### config.mk
export PLATFORM = sky130hd
export DESIGN_NAME = add_rs
export DESIGN_NICKNAME = d
export VERILOG_FILES = /design/src/rtl/add_rs_pkg.sv /design/src/rtl/add_rs_select.sv /design/src/rtl/add_rs.sv
export SDC_FILE = /design/constraint.sdc
export NUM_CORES = 1
export LEC_CHECK = 0
export ABC_CLOCK_PERIOD_IN_PS = 6700
export BUFFER_PORTS_ARGS = -buffer_cell sky130_fd_sc_hd__buf_2
export CORE_UTILIZATION = 39
export DETAILED_ROUTE_END_ITERATION = 12
export PLACE_DENSITY = 0.6
export SYNTH_ARGS = -nofsm -noshare
export SYNTH_HDL_FRONTEND = slang
export SYNTH_HIERARCHICAL = 1
export SYNTH_SLANG_ARGS = --single-unit
### constraint.sdc
create_clock -name clk -period 6.7 [get_ports clk]
set_clock_uncertainty 0.05 [all_clocks]
set_input_delay 0.335 -clock clk [delete_from_list [all_inputs] [get_ports clk]]
set_output_delay 0.335 -clock clk [all_outputs]
set_load 0.03 [all_outputs]
### src/rtl/add_rs_pkg.sv
// Shared types for the add-unit reservation station: ALU/branch encodings, CDB packet, station entry.
package add_rs_pkg;

    localparam int RS_ROB_W = 4;

    typedef enum logic [3:0] {
        ALU_ADD  = 4'd0,
        ALU_SUB  = 4'd1,
        ALU_AND  = 4'd2,
        ALU_OR   = 4'd3,
        ALU_XOR  = 4'd4,
        ALU_SLT  = 4'd5,
        ALU_SLTU = 4'd6,
        ALU_SLL  = 4'd7,
        ALU_SRL  = 4'd8,
        ALU_SRA  = 4'd9
    } ALU_op_t;

    typedef enum logic [2:0] {
        BR_NONE = 3'd0,
        BR_EQ   = 3'd1,
        BR_NE   = 3'd2,
        BR_LT   = 3'd3,
        BR_GE   = 3'd4,
        BR_LTU  = 3'd5,
        BR_GEU  = 3'd6
    } branch_type_t;

    typedef struct packed {
        logic [RS_ROB_W-1:0] dest_ROB_entry;
        logic [31:0]         result;
        logic                load_step1;
        logic                from_commit;
    } CDB_packet_t;

    typedef struct packed {
        logic                busy;
        ALU_op_t             op;
        branch_type_t        branch;
        logic                load;
        logic [RS_ROB_W-1:0] rob;
        logic                qj_valid;
        logic [RS_ROB_W-1:0] qj;
        logic [31:0]         vj;
        logic                qk_valid;
        logic [RS_ROB_W-1:0] qk;
        logic [31:0]         vk;
    } rs_entry_t;

    // A pending source captures a broadcast only for value-producing packets with its tag.
    function automatic logic cdb_hit(input logic pending, input logic [RS_ROB_W-1:0] tag,
                                     input logic wake, input CDB_packet_t pkt);
        return pending & wake & (tag == pkt.dest_ROB_entry);
    endfunction

endpackage

### src/rtl/add_rs_select.sv
// Issue picker: one-hot grant over ready entries, lowest index first, or oldest first
// when ADD_RS_AGE_ORDER_EN is defined.
module add_rs_select #(
    parameter int DEPTH = 4
`ifdef ADD_RS_AGE_ORDER_EN
  , parameter int AGE_W = 2
`endif
) (
    input  logic [DEPTH-1:0]       req,
`ifdef ADD_RS_AGE_ORDER_EN
    input  logic [DEPTH*AGE_W-1:0] age,
`endif
    output logic [DEPTH-1:0]       grant,
    output logic                   valid
);

`ifdef ADD_RS_AGE_ORDER_EN
    logic [AGE_W-1:0] best;
    logic             found;

    // Ages of busy entries are distinct, so the strict compare never needs a tie-break.
    always_comb begin
        grant = '0;
        best  = '0;
        found = 1'b0;
        for (int i = 0; i < DEPTH; i++) begin
            if (req[i] && (!found || age[i*AGE_W +: AGE_W] > best)) begin
                grant    = '0;
                grant[i] = 1'b1;
                best     = age[i*AGE_W +: AGE_W];
                found    = 1'b1;
            end
        end
    end
`else
    always_comb begin
        grant = '0;
        for (int i = DEPTH - 1; i >= 0; i--) begin
            if (req[i]) begin
                grant    = '0;
                grant[i] = 1'b1;
            end
        end
    end
`endif

    assign valid = |req;

endmodule

### src/rtl/add_rs.sv
// Reservation station for the add/sub/logic/branch-compare FU; snoops the CDB for operands.
// Build option: ADD_RS_AGE_ORDER_EN selects oldest-first issue instead of lowest-index.
module add_rs
    import add_rs_pkg::*;
#(
    parameter int DEPTH = 4,
    parameter int ROB_W = RS_ROB_W
) (
    input  logic                         clk,
    input  logic                         reset,
    input  logic                         flush,
    input  logic                         disp_valid,
    output logic                         disp_ready,
    input  ALU_op_t                      disp_op,
    input  branch_type_t                 disp_branch,
    input  logic                         disp_load,
    input  logic [ROB_W-1:0]             disp_rob,
    input  logic                         disp_qj_valid,
    input  logic                         disp_qk_valid,
    input  logic [ROB_W-1:0]             disp_qj,
    input  logic [ROB_W-1:0]             disp_qk,
    input  logic [31:0]                  disp_vj,
    input  logic [31:0]                  disp_vk,
    input  logic                         cdb_valid,
    input  CDB_packet_t                  cdb,
    input  logic                         fu_ready,
    output logic                         fu_valid,
    output logic [ROB_W-1:0]             fu_rob,
    output logic [31:0]                  fu_rs1,
    output logic [31:0]                  fu_rs2,
    output ALU_op_t                      fu_op,
    output branch_type_t                 fu_branch,
    output logic                         fu_load,
    output logic [$clog2(DEPTH+1)-1:0]   occupancy
);

    localparam int IDX_W = (DEPTH > 1) ? $clog2(DEPTH) : 1;
    localparam int OCC_W = $clog2(DEPTH + 1);

    rs_entry_t        ent [DEPTH];
    rs_entry_t        new_ent;
    rs_entry_t        iss_ent;
    logic [DEPTH-1:0] busy_vec;
    logic [DEPTH-1:0] ready_vec;
    logic [DEPTH-1:0] grant;
    logic             sel_valid;
    logic             issue_fire;
    logic             disp_fire;
    logic             cdb_wake;
    logic [IDX_W-1:0] alloc_idx;
    logic [IDX_W-1:0] iss_idx;
    logic             byp_j;
    logic             byp_k;

    // Commit-sourced broadcasts carry real values and wake like any other.
    logic unused_from_commit;
    assign unused_from_commit = cdb.from_commit;

    always_comb begin
        busy_vec  = '0;
        ready_vec = '0;
        for (int i = 0; i < DEPTH; i++) begin
            busy_vec[i]  = ent[i].busy;
            ready_vec[i] = ent[i].busy & ~ent[i].qj_valid & ~ent[i].qk_valid;
        end
    end

    assign disp_ready = ~&busy_vec;
    assign cdb_wake   = cdb_valid & ~cdb.load_step1;
    assign disp_fire  = disp_valid & disp_ready & ~flush;
    assign issue_fire = fu_ready & sel_valid;

    always_comb begin
        alloc_idx = '0;
        iss_idx   = '0;
        for (int i = DEPTH - 1; i >= 0; i--) begin
            if (!busy_vec[i]) alloc_idx = IDX_W'(i);
            if (grant[i])     iss_idx   = IDX_W'(i);
        end
    end

    assign iss_ent = ent[iss_idx];
    assign byp_j   = cdb_hit(disp_qj_valid, disp_qj, cdb_wake, cdb);
    assign byp_k   = cdb_hit(disp_qk_valid, disp_qk, cdb_wake, cdb);

    always_comb begin
        new_ent          = '0;
        new_ent.busy     = 1'b1;
        new_ent.op       = disp_op;
        new_ent.branch   = disp_branch;
        new_ent.load     = disp_load;
        new_ent.rob      = disp_rob;
        new_ent.qj_valid = disp_qj_valid & ~byp_j;
        new_ent.qj       = disp_qj;
        new_ent.vj       = byp_j ? cdb.result : disp_vj;
        new_ent.qk_valid = disp_qk_valid & ~byp_k;
        new_ent.qk       = disp_qk;
        new_ent.vk       = byp_k ? cdb.result : disp_vk;
    end

`ifdef ADD_RS_AGE_ORDER_EN
    localparam int AGE_W = IDX_W;

    logic [AGE_W-1:0]       age [DEPTH];
    logic [DEPTH*AGE_W-1:0] age_flat;
    logic [AGE_W-1:0]       iss_age;

    always_comb begin
        age_flat = '0;
        for (int i = 0; i < DEPTH; i++) age_flat[i*AGE_W +: AGE_W] = age[i];
    end

    assign iss_age = age[iss_idx];

    // New entry is youngest; entries older than the issued one close the gap it leaves.
    always_ff @(posedge clk) begin
        for (int i = 0; i < DEPTH; i++) begin
            if (disp_fire && IDX_W'(i) == alloc_idx) begin
                age[i] <= '0;
            end else if (busy_vec[i]) begin
                if (disp_fire && !(issue_fire && age[i] > iss_age))
                    age[i] <= age[i] + 1'b1;
                else if (!disp_fire && issue_fire && age[i] > iss_age)
                    age[i] <= age[i] - 1'b1;
            end
        end
    end

    add_rs_select #(.DEPTH(DEPTH), .AGE_W(AGE_W)) u_select (
        .req   (ready_vec),
        .age   (age_flat),
        .grant (grant),
        .valid (sel_valid)
    );
`else
    add_rs_select #(.DEPTH(DEPTH)) u_select (
        .req   (ready_vec),
        .grant (grant),
        .valid (sel_valid)
    );
`endif

    always_ff @(posedge clk) begin
        if (reset || flush) begin
            for (int i = 0; i < DEPTH; i++) ent[i].busy <= 1'b0;
            occupancy <= '0;
            fu_valid  <= 1'b0;
            if (reset) begin
                fu_rob    <= '0;
                fu_rs1    <= '0;
                fu_rs2    <= '0;
                fu_op     <= ALU_op_t'('0);
                fu_branch <= branch_type_t'('0);
                fu_load   <= 1'b0;
            end
        end else begin
            for (int i = 0; i < DEPTH; i++) begin
                if (ent[i].busy && cdb_hit(ent[i].qj_valid, ent[i].qj, cdb_wake, cdb)) begin
                    ent[i].qj_valid <= 1'b0;
                    ent[i].vj       <= cdb.result;
                end
                if (ent[i].busy && cdb_hit(ent[i].qk_valid, ent[i].qk, cdb_wake, cdb)) begin
                    ent[i].qk_valid <= 1'b0;
                    ent[i].vk       <= cdb.result;
                end
            end
            if (issue_fire) ent[iss_idx].busy <= 1'b0;
            if (disp_fire)  ent[alloc_idx]    <= new_ent;

            fu_valid <= issue_fire;
            if (issue_fire) begin
                fu_rob    <= iss_ent.rob;
                fu_rs1    <= iss_ent.vj;
                fu_rs2    <= iss_ent.vk;
                fu_op     <= iss_ent.op;
                fu_branch <= iss_ent.branch;
                fu_load   <= iss_ent.load;
            end
            occupancy <= occupancy + OCC_W'(disp_fire) - OCC_W'(issue_fire);
        end
    end

endmodule

* After elaboration in Yosys (flattened, before gate mapping)
Memory sizes are Yosys's and may differ from the RTL's.
Index checks and enable logic that the tools add are counted.
** Storage, ports and cells
- Bits in registers :: 80
- Bits in writable memories :: 348
- Bits of input ports :: 130
- Word-level logic and storage cells :: 144
- Memories :: 1
** Memories
- ent :: words 4, bits a word 87, read ports 5, clocked after Yosys merged registers in 0, wr ports 6, line add_rs.sv:40 : rs_entry_t ent [DEPTH];
** Operators by class
- Add/sub/neg operators :: 2
- Eq/ne operators :: 11
- Mux-type cells :: 62
- Bitwise operators :: 46
- Reduce and logical (&&, ||, !) cells :: 14
** Operators with widths (count)
- $mux 32 :: 7
- $eq 4x4->1 :: 10
- $mux 4 :: 9
- $mux 1 :: 35
- $and 1x1->1 :: 34
- $mux 2 :: 8
- $not 1->1 :: 12
- $mux 3 :: 3
- $logic_and 1x1->1 :: 8
- $reduce_and 4->1 :: 1
- $reduce_or 4->1 :: 1
- $add 3x1->3 :: 1
- $sub 3x1->3 :: 1
- $ne 2x2->1 const B :: 1
- $reduce_and 2->1 :: 1
- $reduce_bool 2->1 :: 1
- $logic_not 1->1 :: 1
- $logic_or 1x1->1 :: 1

* Logic depth before layout (Yosys ltp)
An unclocked memory read counts as a cell.
- Word-level depth :: 15
- Mapped depth :: 12
- Mapped depth without buffers :: 12

* Cells and area by module
The synthesis kept the hierarchy.
** By module, submodules not included
- add_rs :: times used 1, cells an instance 1267, area an instance 19318.5 um^2, sequential area each 12772.2 um^2
- add_rs_select :: times used 1, cells an instance 5, area an instance 40.0 um^2, sequential area each 0.0 um^2

* Worst setup path after synthesis
No wires, ideal clock.
- Kind :: reg-to-reg
- Start :: mem ent[0][86] in the netlist's numbering
- End :: reg fu_branch[0], enable pin
- Setup time :: 0.526 ns
- Arrival :: 4.576 ns
- Required time :: 6.124 ns
- Setup slack :: 1.548 ns
- Stages on the path, launching flop included :: 5
- Period minus slack after synthesis :: 5.152 ns
- Cell sequence :: dfxtp_1 nor3b_1 or4_1 nand2_1 o21bai_1
** RTL lines
- start, declared :: line add_rs.sv:40
- end signal, assigned :: line add_rs.sv:153 : fu_branch <= branch_type_t'('0);
- end signal, assigned :: line add_rs.sv:176 : fu_branch <= iss_ent.branch;
- end, declared :: line add_rs.sv:32 : output branch_type_t fu_branch,

==> impl_metrics.tcl <==
set metrics [dict create \
    status "complete, no violations" \
    fmaxAchievable_mhz 252 \
    ys_types 49 \
    crit_fanout 56 \
    vias_per_cell 5.40 \
    muxShareOfSynthArea_pct 15.5 \
    synth_edf_count 420 \
    synth-simple-area-share_pct 6.97 \
    wl_microns 52500 \
    start_kind "register" \
    worstPathArrival_ns 4.32 \
    ys_seq_area_share_pct 66.0 \
    cts_inserted_buffers 48 \
    antenna_found_initial 6 \
    synth_fa_ha_area_share_pct 0.233 \
    dpl_cell_area_sq_mm 0.0212 \
    fillCellCount 4352 \
    wl_per_cell_microns 23.9 \
    path_delay_family "simple AND/OR/NAND/NOR gates" \
    min_path_cells 2 \
    rsz0062_at_grt "false" \
    vias 11900 \
    ys.flop_type "edfxtp_1" \
    setup_ws_ns 2.73 \
    worst-path-buf-inv 3 \
    grt.total_usage_pct 20.7 \
    ir_worst_vdd_uv 149 \
    clock-sinks 428 \
    io_pins 211 \
    synth_area_sq_mm 0.0194 \
    leakage_uw 0.00795 \
    dr.pass1.iters 5 \
    ctsResizeCount 0 \
    synthArstFlopShare_pct 0 \
    yosysTopAreaCell "edfxtp_1" \
    synthXorXnorAreaFrac_pct 1.90 \
    netlist_top_cells_area "edfxtp_1 65%, mux2_2 13%, a221oi_1 2.4%" \
    drc 0 \
    die_h_microns 225 \
    crit_path_max_incr_delay_ns 0.76 \
    ant_nets 0 \
    cpMostUsedCell "buf_4" \
    min_from "disp_vj[23]" \
    row_count 81 \
    relSlewSlack_pct 37.5 \
    maxCapViolCount 0 \
    fin_nets 1627 \
    worstSetupEndpointType "register" \
    io_buffers 209 \
    synth_top_family_by_area "multiplexers" \
    dp_hpwl_microns 29300 \
    synth-seq-cells 428 \
    clock_path_buffers 3 \
    hold_path_end "ent[1][60]" \
    crit_slowest_cell "or2_4" \
    syn-mean-instance-area_sq_um 15.2 \
    dp.cells 2086 \
    cp.depth 9 \
    syn_nets 1405 \
    r2r_end "fu_rs2[5]" \
    power.density_mw_per_mm2 263 \
    reg2regPathDepth 9 \
    r2r_slack_ns 2.73 \
    finalInstanceArea_sq_mm 0.0230 \
    grt_pass1_wl_microns 77000 \
    hold_viol 0 \
    crit_type "reg -> reg" \
    fin_cells 2201 \
    drive_above_1_share_pct 39.8 \
    initial_core_util_pct 39.5 \
    tritoncts "built" \
    setup_tns_ns 0 \
    worstPathCellList "nor3b_2, buf_4, nor3b_2, buf_4, nor3_1, or2_4, buf_4, a221oi_1, nor2_1" \
    grt_max_degree 80 \
    gr-total-overflow 0 \
    core-area_sq_mm 0.0490 \
    die-area_sq_mm 0.0505 \
    required_ns 7.06 \
    insertion_delay_ns 0.59 \
    yosysWarnings 6 \
    synth_top_area_share_pct 65.1 \
    gp_congestion 0.756 \
    post-route-period-util_pct 59.2 \
    clk_pin_slew_worst_paths_ns 0.06 \
    synth_common_cells "420 x edfxtp_1, 219 x mux2_2, 77 x a21oi_1" \
    postSynthCellCount 1272 \
    htreeDepth 2 \
    maxSlewViolCount 0 \
    fp.dieW_microns 225 \
    synth_compound_area_share_pct 7.01 \
    grt_pass1_vias 12100 \
    r2r-start "ent[0][86]" \
    synth_most_common_cell "edfxtp_1" \
    post-place-ws_ns 2.77 \
    fin_hold_ws_ns 0.0397 \
    report.final.setup_viol 0 \
    root_buffer "clkbuf_16" \
    area.growth.synth_to_final_pct 18.8 \
    hold_path.class "in -> reg" \
    drtIter0Drc 783 \
    worstMarginPinSlew_ns 0.937 \
    fin_crit_ns 3.97 \
]
[metrics by stage]
| step | util (%) | total power [uW] |
|---|---|---|
| after global routing | 46.9 | 6210 |
| after CTS | 46.9 | 6090 |
| after global placement | 43.3 | 3430 |
| after floorplan | - | 3290 |
| after detailed placement | 43.3 | 3440 |
| final | 47.0 | 6040 |
[what timing repair did]
action | 4_1_cts | 5_1_grt
endpoints found under the hold margin | 82 | 0
hold buffers | 22 | 0
setup buffers | 0 | 0
[final cells by class]
type                    instances  area [sq um]  area share, %
diodes                          6          15.0         0.0653
clock buffers                  60          1300           5.64
clock inverters                27           262           1.14
inverters                       7          27.5          0.120
multi-input cells             749          6290           27.3
flip-flops and latches        428         12800           55.6
well taps                     664           831           3.61
repair buffers                260          1500           6.51
[cell families after synthesis]
family	after synthesis
AO/OA/AOI/OAI	198
flip-flops	428
XOR/XNOR	42
AND/OR/NAND/NOR	250
buffers and inverters	95
adder cells (fa/ha/maj)	3
multiplexers	256
[state kept, by name, summed over array words and instances, names as in the netlist]
signal     cells
occupancy      3
fu_op          4
fu_rs2        32
ent          348
fu_rob         4
fu_valid       1
fu_load        1
fu_branch      3
fu_rs1        32
[cell usage in the layout (no fill, tap or decap), drive strengths merged, types with 2 or more instances in the layout]
master and n:
nor4b 2, nor3 8, dlygate4sd3 22, and2 2, edfxtp 420, mux2 256, xnor2 20, a22oi 47
dfxtp 8, a221oi 53, nand3 11, clkbuf 60, clkinv 19, nand2 62, nand3b 54, nand4 3
clkinvlp 2, nor2 62, nor3b 7, diode 6, buf 238, or3b 2, ha 2, or2 26
and3 5, xor2 22, bufinv 5, o21ai 16, nor2b 2, inv 8, a21oi 80
[metal layers]
layer / vias up / share of wire, % / wire length, microns / GRT usage, %
met5: - / 0.063 / 33 / 0
met4: 6 / 1.7 / 888 / 4.81
met3: 69 / 5.4 / 2850 / 3.80
met2: 344 / 49 / 25500 / 34.6
met1: 6071 / 44 / 23200 / 28.0
li1: 5391 / - / - / -
[how the worst max path moves through the flow]
stage,startpoint,to
floorplan,ent[0][86],fu_branch[0]
global placement,ent[0][86],fu_rs2[5]
detailed placement,ent[0][86],fu_rs2[5]
CTS,ent[0][86],fu_rs2[5]
global route,ent[0][86],fu_rs2[5]
finish,ent[0][86],fu_rs2[5]
[where the power goes]
group          switching, uW  internal, uW  total (uW)
logic                    230           159         389
clock network           1080          1560        2640
registers               15.0          2990        3010
No activity file was read; power rests on OpenSTA's default activity.
